### src/rtl/gpio_cmd_ctrl_if.sv
// gpio_cmd_ctrl_if: byte-stream handshake between the UART and the GPIO command controller
interface gpio_cmd_ctrl_if;
    logic       rx_valid;
    logic [7:0] rx_data;
    logic       tx_busy;
    logic       tx_start;
    logic [7:0] tx_data;

    // UART side: delivers received bytes and transmitter status, consumes transmit requests
    modport master (
        output rx_valid,
        output rx_data,
        output tx_busy,
        input  tx_start,
        input  tx_data
    );

    // Controller side: consumes received bytes, issues transmit requests
    modport slave (
        input  rx_valid,
        input  rx_data,
        input  tx_busy,
        output tx_start,
        output tx_data
    );
endinterface

### src/rtl/gpio_cmd_ctrl.sv
// gpio_cmd_ctrl: UART byte-command decoder driving four GPIO output banks and reading four input banks
module gpio_cmd_ctrl #(
    parameter int unsigned TIMEOUT_CYCLES = 100000,
    parameter logic [7:0]  ACK_BYTE       = 8'hA5,
    parameter logic [7:0]  NAK_BYTE       = 8'hEE
) (
    input  logic               clk,
    input  logic               rst_n,
    gpio_cmd_ctrl_if.slave     uart,
    input  logic [31:0]        gpin,
    output logic [31:0]        gpout,
    output logic [7:0]         err_count
);

    localparam int TW = (TIMEOUT_CYCLES > 1) ? $clog2(TIMEOUT_CYCLES) : 1;
    localparam logic [TW-1:0] TLAST = TW'(TIMEOUT_CYCLES - 1);

    localparam logic [1:0] IDLE      = 2'd0;
    localparam logic [1:0] WAIT_DATA = 2'd1;
    localparam logic [1:0] TX_WAIT   = 2'd2;
    localparam logic [1:0] TX_HOLD   = 2'd3;

    localparam logic [1:0] OP_NOP   = 2'b00;
    localparam logic [1:0] OP_WRITE = 2'b01;
    localparam logic [1:0] OP_READ  = 2'b10;
    localparam logic [1:0] OP_ILL   = 2'b11;

    logic [1:0]    state;
    logic [1:0]    nextState;
    logic [TW-1:0] timer;
    logic [1:0]    wrBank;

    logic [1:0] rxOp;
    logic [1:0] rxBank;
    logic       cmdWrite;
    logic       cmdResp;
    logic       cmdIllegal;
    logic       dataAccept;
    logic       timeoutHit;
    logic       overrun;
    logic       txGo;
    logic       errInc;

    assign rxOp   = uart.rx_data[7:6];
    assign rxBank = uart.rx_data[1:0];

    // Events seen this cycle; a data byte always beats a coinciding timeout
    assign cmdWrite   = (state == IDLE) && uart.rx_valid && (rxOp == OP_WRITE);
    assign cmdResp    = (state == IDLE) && uart.rx_valid && (rxOp == OP_READ || rxOp == OP_ILL);
    assign cmdIllegal = cmdResp && (rxOp == OP_ILL);
    assign dataAccept = (state == WAIT_DATA) && uart.rx_valid;
    assign timeoutHit = (state == WAIT_DATA) && !uart.rx_valid && (timer == TLAST);
    assign overrun    = uart.rx_valid && (state == TX_WAIT || state == TX_HOLD);
    assign txGo       = (state == TX_WAIT) && !uart.tx_busy;
    assign errInc     = cmdIllegal || overrun || timeoutHit;

    // Next-state selection; NOP commands simply leave the FSM in IDLE
    always_comb begin
        nextState = state;
        case (state)
            IDLE:      nextState = cmdWrite ? WAIT_DATA : (cmdResp ? TX_WAIT : IDLE);
            WAIT_DATA: nextState = dataAccept ? TX_WAIT : (timeoutHit ? IDLE : WAIT_DATA);
            TX_WAIT:   nextState = txGo ? TX_HOLD : TX_WAIT;
            default:   nextState = IDLE;
        endcase
    end

    // State register
    always_ff @(posedge clk or negedge rst_n) begin
        if (!rst_n) state <= IDLE;
        else        state <= nextState;
    end

    // Idle-gap counter for the data byte; zero everywhere outside WAIT_DATA so entry starts clean
    always_ff @(posedge clk or negedge rst_n) begin
        if (!rst_n) timer <= '0;
        else        timer <= (state == WAIT_DATA && !uart.rx_valid && !timeoutHit) ? timer + 1'b1 : '0;
    end

    // Remember which bank a WRITE targets until its data byte arrives
    always_ff @(posedge clk or negedge rst_n) begin
        if (!rst_n)        wrBank <= 2'd0;
        else if (cmdWrite) wrBank <= rxBank;
    end

    // Output banks change only on the edge that accepts a WRITE data byte
    always_ff @(posedge clk or negedge rst_n) begin
        if (!rst_n)          gpout <= 32'h0;
        else if (dataAccept) gpout[{wrBank, 3'b000} +: 8] <= uart.rx_data;
    end

    // Response byte is loaded once per command and otherwise held
    always_ff @(posedge clk or negedge rst_n) begin
        if (!rst_n)          uart.tx_data <= 8'h00;
        else if (cmdResp)    uart.tx_data <= cmdIllegal ? NAK_BYTE : gpin[{rxBank, 3'b000} +: 8];
        else if (dataAccept) uart.tx_data <= ACK_BYTE;
    end

    // One-cycle transmit request as soon as the transmitter is free
    always_ff @(posedge clk or negedge rst_n) begin
        if (!rst_n) uart.tx_start <= 1'b0;
        else        uart.tx_start <= txGo;
    end

    // Protocol errors are mutually exclusive per cycle, so a single saturating increment suffices
    always_ff @(posedge clk or negedge rst_n) begin
        if (!rst_n)                             err_count <= 8'h00;
        else if (errInc && err_count != 8'hFF) err_count <= err_count + 8'h01;
    end

endmodule

### src/flat_wrapper.sv
// flat-port wrapper written by rule: the top's interface ports become plain ports
module gpio_cmd_ctrl_flat 
#(
    parameter int unsigned TIMEOUT_CYCLES = 100000,
    parameter logic [7:0]  ACK_BYTE       = 8'hA5,
    parameter logic [7:0]  NAK_BYTE       = 8'hEE
)
  (clk, rst_n, gpin, gpout, err_count, uart_rx_valid, uart_rx_data, uart_tx_busy, uart_tx_start, uart_tx_data);
  gpio_cmd_ctrl_if uart_i ();
  input  logic clk;
  input  logic rst_n;
  input  logic [31:0] gpin;
  output logic [31:0] gpout;
  output logic [7:0] err_count;
  input wire logic [$bits(uart_i.rx_valid)-1:0] uart_rx_valid;
  input wire logic [$bits(uart_i.rx_data)-1:0] uart_rx_data;
  input wire logic [$bits(uart_i.tx_busy)-1:0] uart_tx_busy;
  output wire logic [$bits(uart_i.tx_start)-1:0] uart_tx_start;
  output wire logic [$bits(uart_i.tx_data)-1:0] uart_tx_data;
  assign uart_i.rx_valid = uart_rx_valid;
  assign uart_i.rx_data = uart_rx_data;
  assign uart_i.tx_busy = uart_tx_busy;
  assign uart_tx_start = uart_i.tx_start;
  assign uart_tx_data = uart_i.tx_data;
  gpio_cmd_ctrl #(.TIMEOUT_CYCLES(TIMEOUT_CYCLES), .ACK_BYTE(ACK_BYTE), .NAK_BYTE(NAK_BYTE)) u_core (.clk(clk), .rst_n(rst_n), .uart(uart_i), .gpin(gpin), .gpout(gpout), .err_count(err_count));
endmodule
### config.mk
export PLATFORM = sky130hd
export DESIGN_NAME = gpio_cmd_ctrl_flat
export DESIGN_NICKNAME = d
export VERILOG_FILES = /design/src/rtl/gpio_cmd_ctrl_if.sv /design/src/rtl/gpio_cmd_ctrl.sv /design/src/flat_wrapper.sv
export SDC_FILE = /design/constraint.sdc
export NUM_CORES = 1
export LEC_CHECK = 0
export ABC_CLOCK_PERIOD_IN_PS = 1800
export CAP_MARGIN = 20
export CORE_MARGIN = 5
export CORE_UTILIZATION = 43
export DETAILED_ROUTE_END_ITERATION = 7
export GPL_TIMING_DRIVEN = 0
export PLACE_DENSITY_LB_ADDON = 0.1
export SLEW_MARGIN = 25
export SYNTH_ARGS = -nofsm -noshare
export SYNTH_HDL_FRONTEND = slang
export SYNTH_SLANG_ARGS = --single-unit
export TNS_END_PERCENT = 1
### constraint.sdc
create_clock -name clk -period 1.8 [get_ports clk]
set_input_delay 0.54 -clock clk [delete_from_list [all_inputs] [get_ports clk]]
set_output_delay 0.54 -clock clk [all_outputs]
set_load 0.01 [all_outputs]
==> impl_metrics.env <==
export IMPL_drt_iter0_drc=83
export IMPL_critical_path_class="in -> reg"
export IMPL_p_leak_nw=2.469
export IMPL_hpwl_mm=5.715
export IMPL_dr_pass1_iters=4
export IMPL_hold_violations=0
export IMPL_vdd_ir_drop_max_v=0.0008250
export IMPL_report_final_slew_viol_count=0
export IMPL_fin_ws_ns=0.03337
export IMPL_synth_avg_cell_area_um2=10.00
export IMPL_tns_ns=0
export IMPL_synth_top_area_share_pct=53.23
export IMPL_crit_fanout=6
export IMPL_yosysSeqAreaShare_pct=53.23
export IMPL_ys_flop_type="dfrtp_1"
export IMPL_finalClockSkew_ns=0.01139
export IMPL_numPortBuffers=92
export IMPL_power_density_nw_per_um2=1292
export IMPL_synth_area_leaders="dfrtp_1, nand2_1, o21ai_0"
export IMPL_hold_path_class="in -> async"
export IMPL_cap_violations=0
export IMPL_cp_arrival_ns=1.98
export IMPL_num_antenna_cells=0
export IMPL_status="completed"
export IMPL_rsz0062_at_grt="true"
export IMPL_insertion_delay_ns=0.34
export IMPL_die_h_um=97.48
export IMPL_fmax_mhz=566.0
export IMPL_syn_inst=329
export IMPL_drt_wl_total_mm=8.189
export IMPL_synth_edf_count=0
export IMPL_ios=93
export IMPL_finalCriticalPeriod_ns=1.767
export IMPL_finalSetupViolations=0
export IMPL_cts_tree="done"
export IMPL_period_share_pct=98.15
export IMPL_die_area_um2=9502
export IMPL_fin_cells=552
export IMPL_syn2layout_area_growth_pct=47.15
export IMPL_rows=32
export IMPL_worstSetupStartpointType="input pin"
export IMPL_core_area_um2=7607
export IMPL_start_util_pct=43.26
export IMPL_place_inst=524
export IMPL_detail_route_wl_per_cell_um=14.84
export IMPL_utilization_pct=63.65
export IMPL_clock_root_buffer="clkbuf_8"
export IMPL_worstPathRequired_ns=2.02
export IMPL_h_tree_depth=3
export IMPL_drc=0
export IMPL_vias=2801
export IMPL_yosys_warnings=0
export IMPL_grt_pass1_vias=2901
export IMPL_antenna_found_initial=0
export IMPL_grt_pass1_wl_mm=13.61
export IMPL_cp_end_kind="register"
export IMPL_vias_per_cell=5.074
export IMPL_clock_sinks=70
export IMPL_synth_seq_cells=70
export IMPL_num_nets_final=496
export IMPL_ant_nets=0
export IMPL_final_layout_size_suffix_gt1_share_pct=16.22
export IMPL_syn_cell_area_um2=3291
export IMPL_grt_usage_pct=17.43
export IMPL_relSlewSlack_pct=73.68
export IMPL_syn_nets=380
export IMPL_dp_slack_ns=-0.6842
export IMPL_cts_buffers=9
export IMPL_worst_pin_slew_ns=0.3948
export IMPL_clockBufferDepth=2
export IMPL_place_congestion=0.8001
export IMPL_clkTransAtPathRegs_ns=0.08
export IMPL_async_reset_ff_share_pct=100.0
export IMPL_die_x_um=97.48
export IMPL_grt_max_degree=49
export IMPL_synth_cell_types=37
export IMPL_yosysTopAreaCell="dfrtp_1"
export IMPL_grt_ovfl_total=0
power breakdown:
| group | switching [W] | internal (W) |
|---|---|---|
| Combinational | 0.00119 | 0.00130 |
| Sequential | 0.000347 | 0.00204 |
| Clock | 0.000605 | 0.000779 |
final cells by class:
cell class	instances	area, µm²
tap	102	127.6
buffer	8	45.04
timing repair buffer	105	1080
sequential	70	1758
multi-input combinational	246	1595
fill	648	2765
clock buffer	10	127.6
inverter	5	22.52
clock inverter	6	86.33
logic make-up after synthesis:
logic type                 synth area share, %
and+or+nand+nor                          21.45
adders and majority gates                2.661
AOI/OAI and AO/OA                        10.34
muxes                                    6.502
DFF                                      53.23
buffers and inverters                    1.559
xor gates and xnor gates                 4.259
timing repair:
item | CTS | global route
setup buffers | 7 | 5
pin swaps | 2 | 3
setup endpoints to repair | 79 | 75
endpoints found under the hold margin | 0 | 0
resized for setup | 49 | 44
hold buffers | 0 | 0
stage by stage:
step	power (W)	instance area, µm²	hold slack (ns)
final	0.006257	4842	0.09300
after global routing	0.006705	4842	0.09602
after CTS	0.006157	4666	0.08756
after detailed placement	0.004690	4364	0.4599
after global placement	0.004633	4339	0.4645
after floorplan	0.003427	3291	0.2444
critical path, cell delays in order:
cell           delay, ns
dlygate4sd2_1       0.30
or3b_4              0.41
a31o_4              0.22
o22ai_4             0.19
mux2_4              0.32
routing by layer:
metal | global-route usage (%) | vias up | part of all wire [%]
met4 | 3.195 | 0 | 0.62
met5 | 0 | - | 0
met2 | 28.20 | 73 | 48
met1 | 23.25 | 1349 | 46
met3 | 5.599 | 5 | 5.3
li1 | - | 1374 | -
sequential cells by signal, indices dropped and copies added (netlist names):
register and cells:
u_core.wrBank 2, u_core.state 2, u_core.timer 17, u_core.uart.tx_data 8, u_core.uart.tx_start 1, u_core.gpout 32
u_core.err_count 8
cells in the mapped netlist, drive strengths merged, types with 2 or more instances:
cell / count
or3: 4
and2: 2
and3: 9
nor2: 21
nor3b: 5
buf: 2
xor2: 8
nand2: 89
mux2: 3
nor4bb: 2
inv: 5
nand3: 6
xnor2: 8
nand4: 5
o22a: 3
o21ai: 42
ha: 7
mux4: 8
clkbuf: 6
dfrtp: 70
a21oi: 10
nor3: 2
placed cells by master (no fill, tap or decap), types with 2 or more instances in the layout:
cell             count
dlygate4sd2_1       24
nand2_1             88
xnor2_1              8
xor2_1               8
clkinv_2             2
clkbuf_2             5
buf_6                2
a21oi_1             10
buf_4               12
o22a_1               3
nor3b_4              3
ha_4                 2
nand3_1              6
clkbuf_8             9
dfrtp_2              5
clkinvlp_4           2
clkbuf_1             2
inv_1                4
dlymetal6s2s_1      28
o21ai_0             40
bufinv_16            2
nor2_1              21
and3_1               8
clkdlybuf4s50_1     39
ha_1                 4
o21ai_2              2
or3_1                4
dfrtp_1             65
mux2_2               2
nand4_1              4
mux4_2               8
nor4bb_1             2
worst paths after layout:
| path | from | end | slack [ns] | cells after the start |
|---|---|---|---|---|
| setup / recovery | uart_rx_valid | u_core.err_count[1]$_DFFE_PN0P_ | 0.03 | 5 |
| hold / removal | rst_n | u_core.gpout[17]$_DFFE_PN0P_ | 0.09 | 1 |
| setup reg to reg | u_core.timer[1]$_DFF_PN0_ | u_core.err_count[1]$_DFFE_PN0P_ | 0.04 | 6 |
| hold reg to reg | u_core.uart.tx_data[4]$_DFFE_PN0P_ | u_core.uart.tx_data[4]$_DFFE_PN0P_ | 0.48 | 2 |
| max in group asynchronous | rst_n | u_core.wrBank[0]$_DFFE_PN0P_ | 1.15 | 2 |
| min in group clk | u_core.uart.tx_data[4]$_DFFE_PN0P_ | u_core.uart.tx_data[4]$_DFFE_PN0P_ | 0.48 | 2 |
Power figures use the tool's default switching activity.
